**src/rtl/ft600_responder.sv**
```systemverilog
// FT600-style 245 synchronous FIFO bus responder: load port -> RFIFO -> bus reads, bus writes -> WFIFO -> drain port.
// Latency: ad_out/out_data show FIFO heads combinationally; rxf_n, txe_n and ad_oe are registered (one cycle behind).
// Backpressure: in_ready drops when RFIFO is full; bus writes into a full WFIFO are dropped and flagged; out_valid/out_ready drain.
//
// Ports:
//   CLK, nRST                      bus clock, synchronous active-low reset
//   rxf_n, txe_n                   bus status (RFIFO has data / WFIFO has space), active-low
//   rd_n, wr_n, oe_n, ad_in        initiator strobes and write data
//   ad_out, ad_oe                  read data and its tristate enable (IOBUF lives at the top level)
//   in_valid/in_ready/in_data      load port into the RFIFO
//   out_valid/out_ready/out_data   drain port out of the WFIFO
//   err_underrun/overflow/contention, err_clr   sticky protocol-error flags and their clear
// Optional: define FT600_RESPONDER_ERRCNT_EN to add err_count[7:0], a saturating per-cycle error-event counter.

// Generic synchronous FIFO used for both directions; head word is shown combinationally.
// Latency: a pushed word is visible at the head one cycle after the push edge.
// Backpressure: caller must not push when full or pop when empty.
module ft600_responder_fifo #(
    parameter int DW = 16,
    parameter int AW = 4
) (
    input  logic          CLK,
    input  logic          nRST,
    input  logic          push,
    input  logic [DW-1:0] push_dat,
    input  logic          pop,
    output logic [DW-1:0] head_dat,
    output logic [AW:0]   count,
    output logic          full,
    output logic          empty
);
    localparam logic [AW-1:0] PTR_ONE = 1;
    localparam logic [AW:0]   CNT_ONE = 1;

    logic [DW-1:0] mem [0:(1<<AW)-1];
    logic [AW-1:0] wr_ptr;
    logic [AW-1:0] rd_ptr;

    // Pointers are AW bits wide so they wrap modulo the depth on their own.
    always_ff @(posedge CLK) begin
        if (!nRST) begin
            wr_ptr <= '0;
            rd_ptr <= '0;
            count  <= '0;
        end else begin
            if (push) wr_ptr <= wr_ptr + PTR_ONE;
            if (pop)  rd_ptr <= rd_ptr + PTR_ONE;
            case ({push, pop})
                2'b10:   count <= count + CNT_ONE;
                2'b01:   count <= count - CNT_ONE;
                default: count <= count;
            endcase
        end
    end

    always_ff @(posedge CLK) begin
        if (nRST && push) mem[wr_ptr] <= push_dat;
    end

    assign head_dat = mem[rd_ptr];
    // The count never exceeds the depth, so its top bit alone means full.
    assign full     = count[AW];
    assign empty    = (count == '0);
endmodule

module ft600_responder #(
    parameter int DEPTH_LOG2 = 4,
    parameter int DW         = 16
) (
    input  logic          CLK,
    input  logic          nRST,
    output logic          rxf_n,
    output logic          txe_n,
    input  logic          rd_n,
    input  logic          wr_n,
    input  logic          oe_n,
    input  logic [DW-1:0] ad_in,
    output logic [DW-1:0] ad_out,
    output logic          ad_oe,
    input  logic          in_valid,
    output logic          in_ready,
    input  logic [DW-1:0] in_data,
    output logic          out_valid,
    input  logic          out_ready,
    output logic [DW-1:0] out_data,
    output logic          err_underrun,
    output logic          err_overflow,
    output logic          err_contention,
    input  logic          err_clr
`ifdef FT600_RESPONDER_ERRCNT_EN
    ,
    output logic [7:0]    err_count
`endif
);
    logic [DEPTH_LOG2:0] rf_count;
    logic [DEPTH_LOG2:0] wf_count;
    logic                rf_full;
    logic                rf_empty;
    logic                wf_full;
    logic                wf_empty;
    logic                contention_ev;
    logic                underrun_ev;
    logic                overflow_ev;
    logic                rd_beat;
    logic                wr_beat;
    logic                load_push;
    logic                drain_pop;

    // A write strobe together with either read-side strobe is an illegal bus
    // state: nothing moves on the bus in that cycle.
    assign contention_ev = !wr_n && (!oe_n || !rd_n);
    assign underrun_ev   = !rd_n && rf_empty;
    assign overflow_ev   = !wr_n && wf_full;
    assign rd_beat       = !rd_n && !oe_n && !rf_empty && !contention_ev;
    assign wr_beat       = !wr_n &&  oe_n && !wf_full  && !contention_ev;
    assign load_push     = in_valid && !rf_full;
    assign drain_pop     = out_ready && !wf_empty;

    assign in_ready  = !rf_full;
    assign out_valid = !wf_empty;

    ft600_responder_fifo #(.DW(DW), .AW(DEPTH_LOG2)) u_rfifo (
        .CLK      (CLK),
        .nRST     (nRST),
        .push     (load_push),
        .push_dat (in_data),
        .pop      (rd_beat),
        .head_dat (ad_out),
        .count    (rf_count),
        .full     (rf_full),
        .empty    (rf_empty)
    );

    ft600_responder_fifo #(.DW(DW), .AW(DEPTH_LOG2)) u_wfifo (
        .CLK      (CLK),
        .nRST     (nRST),
        .push     (wr_beat),
        .push_dat (ad_in),
        .pop      (drain_pop),
        .head_dat (out_data),
        .count    (wf_count),
        .full     (wf_full),
        .empty    (wf_empty)
    );

    // Status flags lag the FIFOs by one edge; ad_oe lag gives the bus a
    // turnaround cycle before this block drives it.
    always_ff @(posedge CLK) begin
        if (!nRST) begin
            rxf_n <= 1'b1;
            txe_n <= 1'b0;
            ad_oe <= 1'b0;
        end else begin
            rxf_n <= rf_empty;
            txe_n <= wf_full;
            ad_oe <= !oe_n;
        end
    end

    // A new event beats a same-cycle clear.
    always_ff @(posedge CLK) begin
        if (!nRST) begin
            err_underrun   <= 1'b0;
            err_overflow   <= 1'b0;
            err_contention <= 1'b0;
        end else begin
            err_underrun   <= underrun_ev   || (err_underrun   && !err_clr);
            err_overflow   <= overflow_ev   || (err_overflow   && !err_clr);
            err_contention <= contention_ev || (err_contention && !err_clr);
        end
    end

`ifdef FT600_RESPONDER_ERRCNT_EN
    logic any_ev;
    assign any_ev = underrun_ev || overflow_ev || contention_ev;

    always_ff @(posedge CLK) begin
        if (!nRST) begin
            err_count <= 8'd0;
        end else if (err_clr) begin
            err_count <= {7'd0, any_ev};
        end else if (any_ev && err_count != 8'hFF) begin
            err_count <= err_count + 8'd1;
        end
    end
`endif

    // Occupancy counts are kept for visibility in simulation/debug.
    logic unused_counts;
    assign unused_counts = ^{rf_count, wf_count};
endmodule

```
**config.mk**
```make
export PLATFORM = sky130hd
export DESIGN_NAME = ft600_responder
export DESIGN_NICKNAME = d
export VERILOG_FILES = /design/src/rtl/ft600_responder.sv
export SDC_FILE = /design/constraint.sdc
export NUM_CORES = 1
export LEC_CHECK = 0
export ABC_AREA = 1
export BUFFER_PORTS_ARGS = -buffer_cell sky130_fd_sc_hd__buf_4
export CORE_UTILIZATION = 30
export DETAILED_ROUTE_END_ITERATION = 16
export GPL_TIMING_DRIVEN = 0
export PLACE_DENSITY_LB_ADDON = 0.1
export SETUP_SLACK_MARGIN = 0.15
export SLEW_MARGIN = 20
export SYNTH_ARGS = -nofsm -noshare
export SYNTH_HDL_FRONTEND = slang
export SYNTH_SLANG_ARGS = --single-unit
```
**constraint.sdc**
```tcl
create_clock -name CLK -period 2.1 [get_ports CLK]
set_input_delay 0 -clock CLK [delete_from_list [all_inputs] [get_ports CLK]]
set_output_delay 0 -clock CLK [all_outputs]
set_load 0.03 [all_outputs]
```
==> flow_metrics.py <==
metrics = {
    "timing": {
        "final-max-slew-violation-count": 0,
        "layout_min_cycle_time_ns": 2.31,
        "skew_ns": 0.0240,
        "hold_violations": 0,
        "setup_ws_ns": -0.215,
        "final-setup-viol-count": 32,
        "rsz0062_at_grt": "true",
        "fmax_ghz": 0.432,
        "worstMarginPinSlew_ns": 0.596,
        "period_share": 1.10,
        "slew_headroom": 0.603,
    },
    "place": {
        "post-dp-hpwl_mm": 43.7,
        "dp_cells": 2672,
        "port_buffers": 78,
        "dp_slack_ns": -0.312,
        "gp_congestion": 0.752,
        "dpl_cell_area_mm2": 0.0247,
    },
    "worst_setup_path": {
        "r2r-start": "u_wfifo.count[1]",
        "worstPathArrival_ns": 2.31,
        "r2r_slack_ns": 0.11,
        "path_buf_inv": 3,
        "cp.required_ns": 2.10,
        "cp_slowest_cell": "dfxtp_4",
        "cp-end-kind": "output port",
        "cp-start-kind": "register",
        "critPathMaxStageDelay_ns": 0.39,
        "cp_top_family": "buffers and inverters",
        "regToRegEndpoint": "u_wfifo.count[4]",
        "worstSetupPathType": "reg2out",
        "crit_top_cell": "buf_12",
        "reg2reg_depth": 16,
        "critical_path.max_fanout": 10,
        "path_cells": "buf_12, buf_12, mux2i_1, o21ai_0, o211ai_1, nand2_1, buf_4",
    },
    "die": {
        "io_pins": 80,
        "rows": 99,
        "die-area_mm2": 0.0756,
        "die_y_um": 275,
        "die_width_um": 275,
        "start_util": 0.305,
        "core_area_mm2": 0.0733,
    },
    "route": {
        "first_pass_iters": 11,
        "drc": 3,
        "finalWirelength_mm": 70.4,
        "wire_per_inst_um": 24.1,
        "drt_iter0_markers": 1147,
        "ant_nets": 0,
        "avgViaCountPerCell": 4.93,
        "via_count": 14400,
    },
    "logic_synthesis": {
        "synth_warnings": 0,
        "ys_top_cells_by_count": "edfxtp_1 (512), inv_1 (171), o21ai_0 (169)",
        "synth.most_common_cell": "edfxtp_1",
        "postSynthAreaPerCell_um2": 13.8,
        "async_flop_share": 0,
        "synthesis.area_mm2": 0.0223,
        "synth_nets": 1680,
        "synth.distinct_cells": 31,
        "synth_top_area_cell": "edfxtp_1",
        "netlist_top_cells_area": "edfxtp_1 (69%), mux2i_1 (5.7%), o211ai_1 (4.3%)",
        "synth_top_area_frac": 0.688,
        "synth_edf_count": 512,
        "syn_inst": 1622,
        "ys_seq_elements": 552,
        "ys.flop_type": "edfxtp_1",
        "yosysSeqAreaShare": 0.724,
    },
    "power_and_ir_drop": {
        "ir_drop_uv": 673,
        "finalPower_w": 0.0302,
        "leakage_nw": 10.1,
        "power.density_mw_per_mm2": 1030,
    },
    "cells_and_area": {
        "finish.instance_area_mm2": 0.0294,
        "multi_input_area_mm2": 0.00567,
        "diodes": 0,
        "final_cells": 2917,
        "final_layout_size_suffix_gt1_frac": 0.252,
        "n_fill_cell": 6841,
        "areaGrowthSynthToFinish_pct": 31.5,
        "fin_nets": 1965,
        "final_core_util": 0.401,
        "seqCellArea_mm2": 0.0162,
    },
    "clock_network": {
        "cts_root_buf": "clkbuf_16",
        "clkSinkCount": 552,
        "cts_buffers": 66,
        "max-clock-path-buffers": 3,
        "cts_tree": "done",
        "clk_pin_slew_worst_paths_ns": 0.06,
        "clk_latency_ns": 0.60,
        "htree_levels": 3,
    },
    "status": {
        "status": "complete, but fails checks",
        "violations": "design-rule violations, negative setup slack",
    },
    "grt": {
        "grt_max_degree": 17,
        "antenna_found_initial": 0,
        "grt_pass1_vias": 14300,
        "track_usage": 0.187,
        "grt_pass1_wl_mm": 100,
        "grt_overflow": 0,
    },
    "hold_path": {
        "whs_endpoint": "rxf_n",
        "min_from": "nRST",
        "whs_path_depth": 3,
        "hold_class": "in2reg",
    },
    "run": {
        "drv_cap": 0,
    },
}
-- how the worst max path moves through the flow --
stage	cells after the start	endpoint	slack [ns]
global route	8	out_data[11]	-0.29
finish	7	out_data[4]	-0.21
global placement	5	u_rfifo.mem[7][9]	-1.11
CTS	8	out_data[11]	-0.22
detailed placement	7	out_data[11]	-0.31
floorplan	16	u_wfifo.count[4]	-0.003
-- registers in the layout (all words and copies together), names as in the netlist, named ones only --
register and count:
u_wfifo.count 5, err_overflow 1, txe_n 1, err_contention 1, err_underrun 1, u_wfifo.rd_ptr 4
u_rfifo.rd_ptr 4, u_wfifo.wr_ptr 4, u_rfifo.mem 256, u_rfifo.wr_ptr 4, ad_oe 1, u_rfifo.count 5
rxf_n 1, u_wfifo.mem 256
-- cell type report --
type                            count  area share
Clock inverter                     28     0.00767
Inverter                          175      0.0232
Timing Repair Buffer              217      0.0917
Multi-Input combinational cell    804       0.193
Tap cell                          959      0.0409
Buffer                             91      0.0307
Clock buffer                       91      0.0612
Sequential cell                   552       0.552
-- per-layer routing --
layer	routed length (um)	global-route usage	vias up	share of wire
met4	1370	0.0516	0	0.019
met1	33400	0.269	7312	0.48
met5	0	0	-	0
li1	-	-	6596	-
met2	31800	0.288	385	0.45
met3	3820	0.0321	80	0.054
-- per-stage QoR --
step / setup TNS, ns / hold slack, ns
after global routing: -7.34 / 0.126
after floorplan: -0.00251 / 0.0724
after detailed placement: -12.33 / 0.188
after global placement: -367.19 / 0.183
final: -4.36 / 0.0808
after CTS: -5.58 / 0.0596
-- timing repair --
item	4_1_cts	5_1_grt
resized for setup	264	85
endpoints found under the hold margin	535	0
pin swaps	88	46
setup endpoints to repair	480	259
buffers inserted	66	9
gates cloned	6	4
hold buffers	41	0
-- layout by cell type (no fill, tap or decap), types with 27 or more instances in the layout --
cell           synthesis  routed
a21oi_1              147     135
buf_12                 0      47
buf_4                 10      91
buf_6                  7      49
clkbuf_16              0      72
dfxtp_1               40      29
dlygate4sd3_1          0      41
edfxtp_1             512     512
inv_1                171     163
mux2i_1              128     105
nand2_1               72      47
nand3_1               51      46
nor2_1                65      27
nor2_4                 0      34
o211ai_1             128     128
o21ai_0              169     124
o21ai_1                5      45
-- power by group --
group | leakage [nW] | total (W) | internal [W] | switching, W
sequential | 4.94 | 0.0124 | 0.0122 | 0.000150
combinational | 4.18 | 0.00704 | 0.00288 | 0.00415
clock | 0.993 | 0.0108 | 0.00627 | 0.00448
total | 10.1 | 0.0302 | 0.0214 | 0.00878
-- worst register-to-register path: stages (launching register included) --
cell	delay, ns
dfxtp_4	0.36
nor3_2	0.18
nand3_2	0.12
nand2_4	0.11
inv_4	0.04
ha_4	0.19
inv_4	0.06
fa_2	0.20
inv_2	0.04
nand2_2	0.05
nand2_2	0.05
a21oi_2	0.13
nor2_1	0.05
nor2_1	0.08
nand2_1	0.07
o21ai_1	0.11
a21oi_1	0.05
-- logic make-up (layout without fill, tap and decap cells) --
logic type      Yosys count  in the layout  synth area share
buf+inv                 266            602            0.0520
compound gates          454            454             0.117
fa+ha+maj                18             18            0.0104
flops                   552            552             0.724
simple gates            197            197            0.0368
mux                     128            128            0.0573
xor+xnor                  7              7           0.00274
No activity file was read; power rests on OpenSTA's default activity.
